`config.mk`:
```
export PLATFORM = sky130hd
export DESIGN_NAME = iterative_shifter
export DESIGN_NICKNAME = d
export VERILOG_FILES = /design/src/rtl/iterative_shifter.sv
export SDC_FILE = /design/constraint.sdc
export NUM_CORES = 1
export LEC_CHECK = 0
export ABC_AREA = 1
export BUFFER_PORTS_ARGS = -buffer_cell sky130_fd_sc_hd__buf_2
export CORE_ASPECT_RATIO = 0.5
export CORE_MARGIN = 2
export CORE_UTILIZATION = 47
export DETAILED_ROUTE_END_ITERATION = 7
export PLACE_DENSITY_LB_ADDON = 0.3
export SYNTH_ARGS = -nofsm -noshare
export SYNTH_HDL_FRONTEND = slang
export SYNTH_SLANG_ARGS = --single-unit
export TNS_END_PERCENT = 50
```
`constraint.sdc`:
```
create_clock -name clock -period 1.3 [get_ports clock]
set_clock_uncertainty 0.1 [all_clocks]
set_input_delay 0.065 -clock clock [delete_from_list [all_inputs] [get_ports clock]]
set_output_delay 0.065 -clock clock [all_outputs]
set_load 0.05 [all_outputs]
```
`src/rtl/iterative_shifter.sv`:
```
// -----------------------------------------------------------------------------
// iterative_shifter
//
// Multi-cycle barrel-shift replacement: shifts an operand by one bit per clock
// until the requested amount has been applied, then holds the result until the
// consumer takes it. Supports logical left, logical right, arithmetic right and
// rotate right.
//
// Ports
//   clock      sole clock, all state changes on the rising edge
//   reset      asynchronous, active-high reset
//   in_valid   request strobe, accepted when in_ready is also high
//   in_ready   high only while idle
//   data_in    operand (captured on accept only)
//   shamt      shift amount 0..WIDTH-1 (captured on accept only)
//   mode       00 LSL, 01 LSR, 10 ASR, 11 ROR (captured on accept only)
//   out_valid  result available (DONE state)
//   out_ready  consumer takes the result
//   result     working register; final value only while out_valid is high
//   busy       high whenever the block is not idle
// -----------------------------------------------------------------------------
module iterative_shifter #(
    parameter int WIDTH   = 32,
    parameter int SHAMT_W = 5
) (
    input  logic               clock,
    input  logic               reset,
    input  logic               in_valid,
    output logic               in_ready,
    input  logic [WIDTH-1:0]   data_in,
    input  logic [SHAMT_W-1:0] shamt,
    input  logic [1:0]         mode,
    output logic               out_valid,
    input  logic               out_ready,
    output logic [WIDTH-1:0]   result,
    output logic               busy
);

    typedef enum logic [1:0] {
        IDLE  = 2'd0,
        SHIFT = 2'd1,
        DONE  = 2'd2
    } state_t;

    localparam logic [1:0] MODE_LSL = 2'b00;
    localparam logic [1:0] MODE_LSR = 2'b01;
    localparam logic [1:0] MODE_ASR = 2'b10;

    state_t             state_reg;
    logic [SHAMT_W-1:0] count_reg;
    logic [WIDTH-1:0]   work_reg;
    logic [1:0]         mode_reg;
    logic               out_valid_reg;
    logic               in_ready_reg;
    logic               busy_reg;

    // One-bit step of the working register for the captured mode.
    logic [WIDTH-1:0]   step_next;

    genvar gi;
    generate
        for (gi = 0; gi < WIDTH; gi++) begin : g_step
            if (gi == WIDTH - 1) begin : g_msb
                // Top bit: the fill value is what distinguishes the right shifts.
                always_comb begin
                    step_next[gi] = work_reg[0];                  // ROR
                    if (mode_reg == MODE_LSL)
                        step_next[gi] = work_reg[gi-1];
                    else if (mode_reg == MODE_LSR)
                        step_next[gi] = 1'b0;
                    else if (mode_reg == MODE_ASR)
                        step_next[gi] = work_reg[gi];
                end
            end else if (gi == 0) begin : g_lsb
                assign step_next[gi] = (mode_reg == MODE_LSL) ? 1'b0 : work_reg[gi+1];
            end else begin : g_mid
                assign step_next[gi] = (mode_reg == MODE_LSL) ? work_reg[gi-1] : work_reg[gi+1];
            end
        end
    endgenerate

    always_ff @(posedge clock or posedge reset) begin
        if (reset) begin
            state_reg     <= IDLE;
            count_reg     <= '0;
            work_reg      <= '0;
            mode_reg      <= '0;
            out_valid_reg <= 1'b0;
            in_ready_reg  <= 1'b1;
            busy_reg      <= 1'b0;
        end else begin
            case (state_reg)
                IDLE: begin
                    if (in_valid) begin
                        work_reg     <= data_in;
                        mode_reg     <= mode;
                        count_reg    <= shamt;
                        in_ready_reg <= 1'b0;
                        busy_reg     <= 1'b1;
                        if (shamt == '0) begin
                            // Nothing to shift: result is the operand itself.
                            state_reg     <= DONE;
                            out_valid_reg <= 1'b1;
                        end else begin
                            state_reg <= SHIFT;
                        end
                    end
                end
                SHIFT: begin
                    work_reg  <= step_next;
                    count_reg <= count_reg - SHAMT_W'(1);
                    // The edge applying the last step also enters DONE, so the
                    // result appears exactly shamt edges after the accept.
                    if (count_reg == SHAMT_W'(1)) begin
                        state_reg     <= DONE;
                        out_valid_reg <= 1'b1;
                    end
                end
                DONE: begin
                    // Returning to IDLE here (rather than accepting directly)
                    // keeps a one-edge gap between handshake and next accept.
                    if (out_ready) begin
                        state_reg     <= IDLE;
                        out_valid_reg <= 1'b0;
                        in_ready_reg  <= 1'b1;
                        busy_reg      <= 1'b0;
                    end
                end
                default: begin
                    state_reg     <= IDLE;
                    out_valid_reg <= 1'b0;
                    in_ready_reg  <= 1'b1;
                    busy_reg      <= 1'b0;
                end
            endcase
        end
    end

    assign in_ready  = in_ready_reg;
    assign out_valid = out_valid_reg;
    assign busy      = busy_reg;
    assign result    = work_reg;

endmodule

```
* Word level (Yosys, flattened, before mapping)
Cells that the tools add are included.
** Cells by class
- Add/sub/neg operators :: 1
- Bitwise gates (word level) :: 1
- Reduce and logical (&&, ||, !) cells :: 10
- Equality and inequality tests :: 10
- Mux-type cells :: 53
** Operators with widths (number)
- case mux 32 bit (2 select lines) :: 1
- 2-to-1 mux 1 bit :: 41
- 2-to-1 mux 32 bit :: 1
- case mux 5 bit (2 select lines) :: 1
- case mux 1 bit (3 select lines) :: 3
- AND reduction 3 bit :: 3
- 2-to-1 mux 2 bit :: 4
- inequality test 2 bit (second input constant) :: 4
- case mux 2 bit (3 select lines) :: 1
- == test 5 x 1 -> 1 bit (second input constant) :: 1
- zero test 5 bit :: 1
- 2-to-1 mux 5 bit :: 1
- subtractor 5 x 1 -> 5 bit (second input constant) :: 1
- == test 2 x 1 -> 1 bit (second input constant) :: 2
- == test 2 bit (second input constant) :: 2
- zero test 2 bit :: 2
- inequality test 4 bit (second input constant) :: 1
- AND reduction 2 bit :: 2
- AND reduction 4 bit :: 1
- nonzero test 2 bit :: 1
- inverter 1 bit :: 1
** Storage, ports and cells
- Flip-flop bits (word level) :: 44
- Word-level logic and storage cells :: 83

* Depth between registers and ports, before layout
Gate-level depths: netlist of the first run.
- Word-level depth :: 5
- Depth in mapped cells :: 8

* Worst setup path after synthesis of the first run
Ideal clock, no wire load.
- Path type :: reg-to-reg
- Start :: reg state_reg[0]
- End :: reg work_reg[11], in the netlist result[11]
- Required time :: 1.074 ns
- Data arrival time :: 1.067 ns
- Buffers on the path :: 2
- Stages on the path, launching flop included :: 7
- Path slack :: 0.007 ns
- Cell sequence :: dfrtp_1 nor2_2 nand2_2 buf_6 buf_6 o21ai_2 a22oi_2
** Between the ends
- Cells in the longest elaborated chain, start to end :: 3
- Elaborated cells on any way between the ends :: 6
- Classes of those cells :: 2 x eq/ne; 1 x mux; 3 x reduce/logical
** RTL lines
- from (decl) :: RTL line 49 : state_t state_reg;
- from (signal assigned) :: RTL line 84 : state_reg <= IDLE;
- from (signal assigned) :: RTL line 102 : state_reg <= DONE;
- from (signal assigned) :: RTL line 105 : state_reg <= SHIFT;
- == test 2 x 1 -> 1 bit or zero test 2 bit (tied branches) :: RTL line 92 : case (state_reg)
- nonzero test 2 bit (no line) or inequality test 2 bit (tied branches)
- AND reduction 2 bit (no line)
- to (signal assigned) :: RTL line 95 : work_reg <= data_in;
- to (signal assigned) :: RTL line 110 : work_reg <= step_next;
- to (decl) :: RTL line 51 : logic [WIDTH-1:0] work_reg;
Parallel ways exist; a longest one is shown, timed or not.
A chain may end at the register's enable or synchronous reset.

* Final worst setup path of the first run
- Start :: reg state_reg[1]
- End :: reg work_reg[31], in the netlist result[31]
** Between the ends
- Cells in the longest elaborated chain, start to end :: 3
- Elaborated cells on any way between the ends :: 7
- Classes of those cells :: 3 x eq/ne; 1 x mux; 3 x reduce/logical
** RTL lines (RTL line)
- == test 2 x 1 -> 1 bit or zero test 2 bit (tied branches) :: 92
- inequality test 4 bit (no line), or another cell as far along
- AND reduction 3 bit (no line)
Parallel ways exist; a longest one is shown, timed or not.

==> impl_results.md, run 1 <==
* Status: complete, but fails checks
* Violated checks: hold timing, setup timing
* Pin count of the biggest net entering global routing at 28
* Total DRC errors in the routed layout at 0
* Longest individual stage delay on the worst path at 440 ps
* Detailed-route wire length at 7982 µm
* Cell chain of the critical path: inv_2 -> nand2_2 -> inv_4 -> buf_12 -> nand3_1 -> nand3_1 -> o21ai_0
* Iteration-0 DRC count of the detailed router at 162
* Power per standard cell area at 3199 mW/mm²
* Buffers from clock root to sink, at most at 2
* Reg clk slew, reported paths at 60 ps
* Ports placed on the boundary at 78
* Max Clk Rate at 721.4 MHz
* Count of antenna-violating nets left after detailed routing at 0
* R2R cell count at 7
* Maximum resistive drop on vdd at 0.001439 V
* Routability cong. at 0.8234
* Setup CP Type: flip-flop to flip-flop
* Area of the placeable core at 0.005468 mm²
* Largest delay share family, worst path: flip-flops
* Worst rel slew slack at 81.41%
* Min cycle time layout at 1386 ps
* Avg WL per Cell at 15.20 µm
* Post-synthesis average cell area at 7.814 µm²
* CP max FO at 20
* Die area at 0.006289 mm²
* Number of synthesized register bits at 44
* Worst hold margin at -26.20 ps
* Signal arrival time at the worst endpoint at 1450 ps
* Max-cap check violation count at 0
* Launching element type of the critical path: flip-flop
* Netlist area before placement at 0.002649 mm²
* Main area contributors after synthesis: sky130_fd_sc_hd__dfrtp_1 (41%), sky130_fd_sc_hd__nand2_1 (12%), sky130_fd_sc_hd__inv_1 (6.5%)
* Syn-to-layout area delta at 44.31%
* Worst Hold Endpoint: result[12]$_DFFE_PP0P_
* H-tree level count at 2
* Setup TNS at -1439 ps
* Final net count at 496
* GRT Total Usage at 26.39%
* Clock Latency Late Sink at 290 ps
* Setup Viol. Count Final at 39
* Row cnt at 19
* Most area-hungry cell type in the Yosys netlist: sky130_fd_sc_hd__dfrtp_1
* Grt ovf at 0
* Post-Syn Nets at 384
* Vias in the first global route at 2710
* Critical-path cell with the highest stage delay: sky130_fd_sc_hd__dfrtp_2
* Leakage power of the design at 1.919 nW
* Antenna violations before repair at 0
* Clock tree sinks at 44
* Min-Delay Path Depth at 3
* Number of warnings printed during yosys synthesis at 0
* Reg-to-reg slack, setup at -90 ps
* PnR worst setup slack at -86.15 ps
* Yosys top cell area share at 40.62%
* First drt pass iteration count at 4
* Clock tree from TritonCTS: built
* First-pass GRT wire length at 12810 µm
* Die H at 57.09 µm
* Share of layout cells above drive strength 1 at 38.27%
* Final Hold Fails at 8
* Transition time of the tightest slew-check pin at 278.4 ps
* Unrepaired setup endpoints after global routing: yes
* Hold path start: data_in[12]
* Filler Cells Inserted at 438
* Total half-perimeter wirelength after legalization and detailed placement at 5011 µm
* Critical path buffer and inverter count at 3
* Max FFs per register at 32
* Die X-Extent at 110.2 µm
* Data required time at the worst endpoint at 1370 ps
* Gate Count Post-Synth at 339
* Sequential area share after synthesis at 41.62%
* Most Frequent Cell on Critical Path: sky130_fd_sc_hd__nand3_1
* Reg-to-reg endpoint: result[31]$_DFFE_PP0P_
* Number of buffers created by CTS at 5
* Antenna diode count at 0
* Dpl cells at 489
* DR vias at 2813
* Count of distinct cell types in the synthesized netlist at 26
* Class of the worst hold path: input port to flip-flop
* Number of buffers added on ports at 77
* Endpoint type of the worst setup path: flip-flop
* Number of standard cells in the layout, taps in and fillers out at 525
* Cell at the root of the clock tree: sky130_fd_sc_hd__clkbuf_16
* Initial standard-cell utilization of the core at 48.44%
* Period Utilization, post-route at 106.6%
* Final Slew Violations at 0
* Reg2reg start: state_reg[1]$_DFFE_PP0P_
* Via density per instance at 5.358
[where the power goes]
part | total [mW] | switching (mW) | internal (mW)
Sequential | 2.62 | 0.490 | 2.13
Combinational | 8.32 | 5.38 | 2.94
Clock | 1.29 | 0.520 | 0.767
Total | 12.2 | 6.39 | 5.83
[routing by layer]
| metal | GRT usage [%] | routed length, µm | up-vias | share of wire [%] |
|---|---|---|---|---|
| li1 | - | - | 1341 | - |
| met1 | 32.56 | 3256 | 1339 | 41 |
| met2 | 46.45 | 4027 | 118 | 50 |
| met3 | 6.171 | 571 | 15 | 7.2 |
| met4 | 7.857 | 127 | 0 | 1.6 |
| met5 | 0 | 0 | - | 0 |
[cell usage after synthesis]
library cell and instances:
sky130_fd_sc_hd__o211ai_1 11, sky130_fd_sc_hd__buf_8 1, sky130_fd_sc_hd__buf_2 10, sky130_fd_sc_hd__buf_12 1
sky130_fd_sc_hd__o21ai_2 11, sky130_fd_sc_hd__nand4_1 2, sky130_fd_sc_hd__buf_6 6, sky130_fd_sc_hd__a21oi_1 5
sky130_fd_sc_hd__nand2_2 4, sky130_fd_sc_hd__inv_1 46, sky130_fd_sc_hd__ha_1 2, sky130_fd_sc_hd__nand2_1 88
sky130_fd_sc_hd__buf_4 2, sky130_fd_sc_hd__inv_2 2, sky130_fd_sc_hd__o21ai_0 25, sky130_fd_sc_hd__nand3_1 32
sky130_fd_sc_hd__a21boi_1 9, sky130_fd_sc_hd__o21ai_1 5, sky130_fd_sc_hd__clkbuf_2 1, sky130_fd_sc_hd__a22oi_2 3
sky130_fd_sc_hd__or2_2 1, sky130_fd_sc_hd__nor2_2 1, sky130_fd_sc_hd__a22oi_1 18, sky130_fd_sc_hd__dfrtp_1 43
sky130_fd_sc_hd__nor2_1 9, sky130_fd_sc_hd__dfstp_2 1
[cell usage in the layout (no fill, tap or decap), types with 3 or more instances in the layout]
cell	instances
sky130_fd_sc_hd__a22oi_1	16
sky130_fd_sc_hd__inv_1	43
sky130_fd_sc_hd__dfrtp_1	41
sky130_fd_sc_hd__a22oi_2	5
sky130_fd_sc_hd__dlygate4sd3_1	16
sky130_fd_sc_hd__inv_2	4
sky130_fd_sc_hd__nand3_1	31
sky130_fd_sc_hd__o21ai_1	13
sky130_fd_sc_hd__a21boi_1	9
sky130_fd_sc_hd__nand2_1	83
sky130_fd_sc_hd__a21oi_1	3
sky130_fd_sc_hd__clkbuf_16	6
sky130_fd_sc_hd__nor2_1	6
sky130_fd_sc_hd__o211ai_1	11
sky130_fd_sc_hd__nand2_2	6
sky130_fd_sc_hd__o21ai_2	25
sky130_fd_sc_hd__nor2_2	3
sky130_fd_sc_hd__buf_12	9
sky130_fd_sc_hd__buf_2	77
sky130_fd_sc_hd__buf_4	18
[per-stage QoR]
stage	instance area (µm²)	hold slack, ps	power, mW	util (%)	setup slack, ps
floorplan	2649	123.6	7.989	-	6.777
global placement	3201	-91.34	9.501	58.54	-21.61
detailed placement	3201	-84.39	9.724	58.54	-72.58
CTS	3732	1.161	11.83	68.26	-47.09
global route	3822	3.820	13.02	69.91	-144.1
finish	3822	-26.20	12.23	69.91	-86.15
[worst max path at each step]
| stage | slack [ps] | end | cells after the start | startpoint |
|---|---|---|---|---|
| floorplan | 7 | result[11]$_DFFE_PP0P_ | 6 | state_reg[0]$_DFFE_PP0P_ |
| global placement | -20 | result[29]$_DFFE_PP0P_ | 6 | state_reg[0]$_DFFE_PP0P_ |
| detailed placement | -70 | result[4]$_DFFE_PP0P_ | 5 | state_reg[0]$_DFFE_PP0P_ |
| CTS | -50 | state_reg[0]$_DFFE_PP0P_ | 6 | state_reg[1]$_DFFE_PP0P_ |
| global route | -140 | result[22]$_DFFE_PP0P_ | 6 | state_reg[0]$_DFFE_PP0P_ |
| finish | -90 | result[31]$_DFFE_PP0P_ | 7 | state_reg[1]$_DFFE_PP0P_ |
[cells by family (layout without fill, tap and decap cells)]
| logic type | Yosys count | after routing | share of synthesized area (%) |
|---|---|---|---|
| flip-flops | 44 | 44 | 41.62 |
| adder cells (fa/ha/maj) | 2 | 2 | 0.9446 |
| AND/OR/NAND/NOR | 137 | 137 | 21.68 |
| AO/OA/AOI/OAI | 87 | 87 | 22.44 |
| buffers and inverters | 69 | 182 | 13.32 |
[tightest hold or removal path, cell delays in order]
cell and delay (ps):
sky130_fd_sc_hd__buf_2 90, sky130_fd_sc_hd__o21ai_2 60, sky130_fd_sc_hd__a22oi_2 100
[repair_timing]
item,4_1_cts,5_1_grt
setup endpoints to repair,35,44
buffers inserted,9,1
pin swaps,6,7
cloned,2,1
gates resized for setup,43,30
hold buffers,15,1
endpoints found under the hold margin,57,1
[area by class of cell]
class	count	area, µm²	area share, %
sequential	44	1105	28.90
inverter	48	182.7	4.779
multi-input combinational	226	1331	34.83
timing repair buffer	126	965.9	25.27
clock buffer	8	146.4	3.830
tap	73	91.34	2.390
Power figures use the tool's default switching activity.
==> run 2, diff against run 1 <==
--- a/config.mk
+++ b/config.mk
@@ -11,6 +11,7 @@
 export CORE_MARGIN = 2
 export CORE_UTILIZATION = 47
 export DETAILED_ROUTE_END_ITERATION = 7
+export MAX_ROUTING_LAYER = met4
 export PLACE_DENSITY_LB_ADDON = 0.3
 export SYNTH_ARGS = -nofsm -noshare
 export SYNTH_HDL_FRONTEND = slang
==> run 2 against run 1 <==
Compared with the run above:
- design area rose by 1.7%
- worst setup slack worse by 42 ps
- critical endpoint is now result[1]$_DFFE_PP0P_
- highest routed layer unchanged
- routed wire length is 2.3% higher
- via count is 0.85% higher
- clock power about the same
- first-iteration DRC count fell by 2.5%
- hold slack better by 4.2 ps
- the flow still finishes with violations (hold timing, setup timing)
- register-to-register slack worse by 40 ps
- non-clock buffer count grew 3
- die area unchanged
- sequential share of layout area shrank 0.49 points
==> impl_results.md, run 2 (same netlist as run 1, synthesis figures left out) <==
* GRT Total Usage at 27.23%
* Fraction of power consumed by sequential logic at 21.1%
* Unrepaired setup endpoints after global routing: yes
* Die area at 0.006289 mm²
* Pin count of the biggest net entering global routing at 28
* Row cnt at 19
* Detailed-route wire length at 8166 µm
* Leakage power of the design at 1.935 nW
* Count of antenna-violating nets left after detailed routing at 0
* Iteration-0 DRC count of the detailed router at 158
* Final Hold Fails at 4
* Launching element type of the critical path: flip-flop
* Commonest non-fill, non-tap cell in the layout: sky130_fd_sc_hd__nand2_1
* Min cycle time layout at 1428 ps
* Final net count at 499
* Violated checks: hold timing, setup timing
* PnR worst setup slack at -128.2 ps
* Setup Viol. Count Final at 40
* Cell at the root of the clock tree: sky130_fd_sc_hd__clkbuf_16
* Clock Latency Late Sink at 280 ps
* Max FFs per register at 32
* Buffers from clock root to sink, at most at 2
* Endpoint type of the worst setup path: flip-flop
* Die X-Extent at 110.2 µm
* Syn-to-layout area delta at 46.81%
* Status: complete, but fails checks
* Antenna violations before repair at 0
* Cell chain of the critical path: inv_2 -> nand2_2 -> inv_4 -> buf_8 -> nand3_1 -> a22oi_1
* Power per standard cell area at 3209 mW/mm²
* Signal arrival time at the worst endpoint at 1510 ps
* Critical-path cell with the highest stage delay: sky130_fd_sc_hd__dfrtp_2
* H-tree level count at 2
* Clock tree sinks at 44
* Critical path buffer and inverter count at 3
* Power Total at 12.48 mW
* Internal Pwr Total at 5.984 mW
* Die H at 57.09 µm
* Ports placed on the boundary at 78
* DR vias at 2837
* Max-cap check violation count at 0
* Via density per instance at 5.373
* Vias in the first global route at 2712
* First drt pass iteration count at 4
* Area of the placeable core at 0.005468 mm²
* Final cell area excluding filler cells at 0.003889 mm²
* Largest delay share family, worst path: flip-flops
* Grt ovf at 0
* Fraction of power consumed by the clock network at 10.2%
* Avg WL per Cell at 15.47 µm
* Number of buffers added on ports at 77
* Combinational share of power at 68.7%
* Maximum resistive drop on vdd at 0.001439 V
* Share of layout cells above drive strength 1 at 39.12%
* Longest individual stage delay on the worst path at 440 ps
* Clock tree from TritonCTS: built
* Max Clk Rate at 700.2 MHz
* Transition time of the tightest slew-check pin at 281.2 ps
* Reg clk slew, reported paths at 60 ps
* Worst rel slew slack at 81.22%
* Total half-perimeter wirelength after legalization and detailed placement at 5011 µm
* Worst hold margin at -22.03 ps
* P_sw at 6.495 mW
* Number of buffers created by CTS at 5
* Antenna diode count at 0
* Placed inst area at 0.003201 mm²
* Commonest cells after routing, fill and taps aside: sky130_fd_sc_hd__nand2_1 (84), sky130_fd_sc_hd__buf_2 (77), sky130_fd_sc_hd__inv_1 (42), sky130_fd_sc_hd__dfrtp_1 (41), sky130_fd_sc_hd__nand3_1 (31)
* First-pass GRT wire length at 12830 µm
* Final Slew Violations at 0
* Class of the worst hold path: input port to flip-flop
* Routability cong. at 0.8358
* Period Utilization, post-route at 109.9%
* Total DRC errors in the routed layout at 0
* Setup CP Type: flip-flop to flip-flop
* Initial standard-cell utilization of the core at 48.44%
* CP max FO at 12
* Switching Share at 52.05%
* Data required time at the worst endpoint at 1380 ps
-- run 2: cell count changes in the layout (fill, tap and decap cells not counted), moves of 2 or more --
cell                            before  now
sky130_fd_sc_hd__o21ai_1            13   15
sky130_fd_sc_hd__a22oi_2             5   11
sky130_fd_sc_hd__o21ai_2            25   22
sky130_fd_sc_hd__dlygate4sd3_1      16   18
sky130_fd_sc_hd__a22oi_1            16   10
-- run 2: cell type report --
cell class	count	area, µm²
Sequential cell	44	1105
Clock buffer	8	146.4
Fill cell	424	1579
Tap cell	73	91.34
Timing Repair Buffer	129	1013
Inverter	48	182.7
Multi-Input combinational cell	226	1350
-- run 2: what timing repair did --
item,4_1_cts,5_1_grt
buffers inserted,9,1
gates cloned,2,1
endpoints found under the hold margin,57,3
hold buffers,15,3
pin swaps,6,12
setup endpoints to repair,35,44
gates resized for setup,43,33
-- run 2: power by group through the flow --
stage / combinational, mW / sequential (mW) / clock [mW]
after floorplan: 3.49 / 4.50 / 0
after global placement: 6.93 / 2.57 / 0
after detailed placement: 7.13 / 2.59 / 0
after CTS: 7.95 / 2.59 / 1.28
after global routing: 9.20 / 2.71 / 1.35
final: 8.57 / 2.63 / 1.28
-- run 2: final timing paths --
| path | from | endpoint | slack [ps] | cells after the start |
|---|---|---|---|---|
| max reg2reg | state_reg[1]$_DFFE_PP0P_ | result[1]$_DFFE_PP0P_ | -130 | 6 |
| min in group asynchronous | reset | count_reg[3]$_DFFE_PP0P_ | 170 | 3 |
| max | state_reg[1]$_DFFE_PP0P_ | result[1]$_DFFE_PP0P_ | -130 | 6 |
| max in group asynchronous | reset | in_ready$_DFFE_PP1P_ | 410 | 4 |
| min | data_in[12] | result[12]$_DFFE_PP0P_ | -20 | 3 |
| min reg2reg | out_valid$_DFFE_PP0P_ | out_valid$_DFFE_PP0P_ | 390 | 2 |
-- run 2: stage by stage --
step / util, % / hold slack (ps) / worst slack, ps / TNS [ps] / instances
final: 71.12 / -22.03 / -128.2 / -1438 / 528
after global routing: 71.12 / 4.886 / -156.3 / -4120 / 528
after CTS: 68.26 / 1.161 / -47.09 / -998.7 / 523
after detailed placement: 58.54 / -84.39 / -72.58 / -1419 / 489
after global placement: 58.54 / -91.34 / -21.61 / -230.8 / 489
after floorplan: - / 123.6 / 6.777 / 0 / 339
-- run 2: metal layers --
layer | vias up | share of wire (%) | track usage (%)
li1 | 1350 | - | -
met1 | 1377 | 42 | 32.78
met2 | 93 | 51 | 46.45
met3 | 17 | 5.0 | 5.829
met4 | 0 | 2.0 | 7.857
met5 | - | 0 | -
-- run 2: worst register-to-register path: stages, from the launching register on --
cell and delay [ps]:
sky130_fd_sc_hd__dfrtp_2 440, sky130_fd_sc_hd__inv_2 80, sky130_fd_sc_hd__nand2_2 90, sky130_fd_sc_hd__inv_4 120
sky130_fd_sc_hd__buf_8 150, sky130_fd_sc_hd__nand3_1 120, sky130_fd_sc_hd__a22oi_1 230
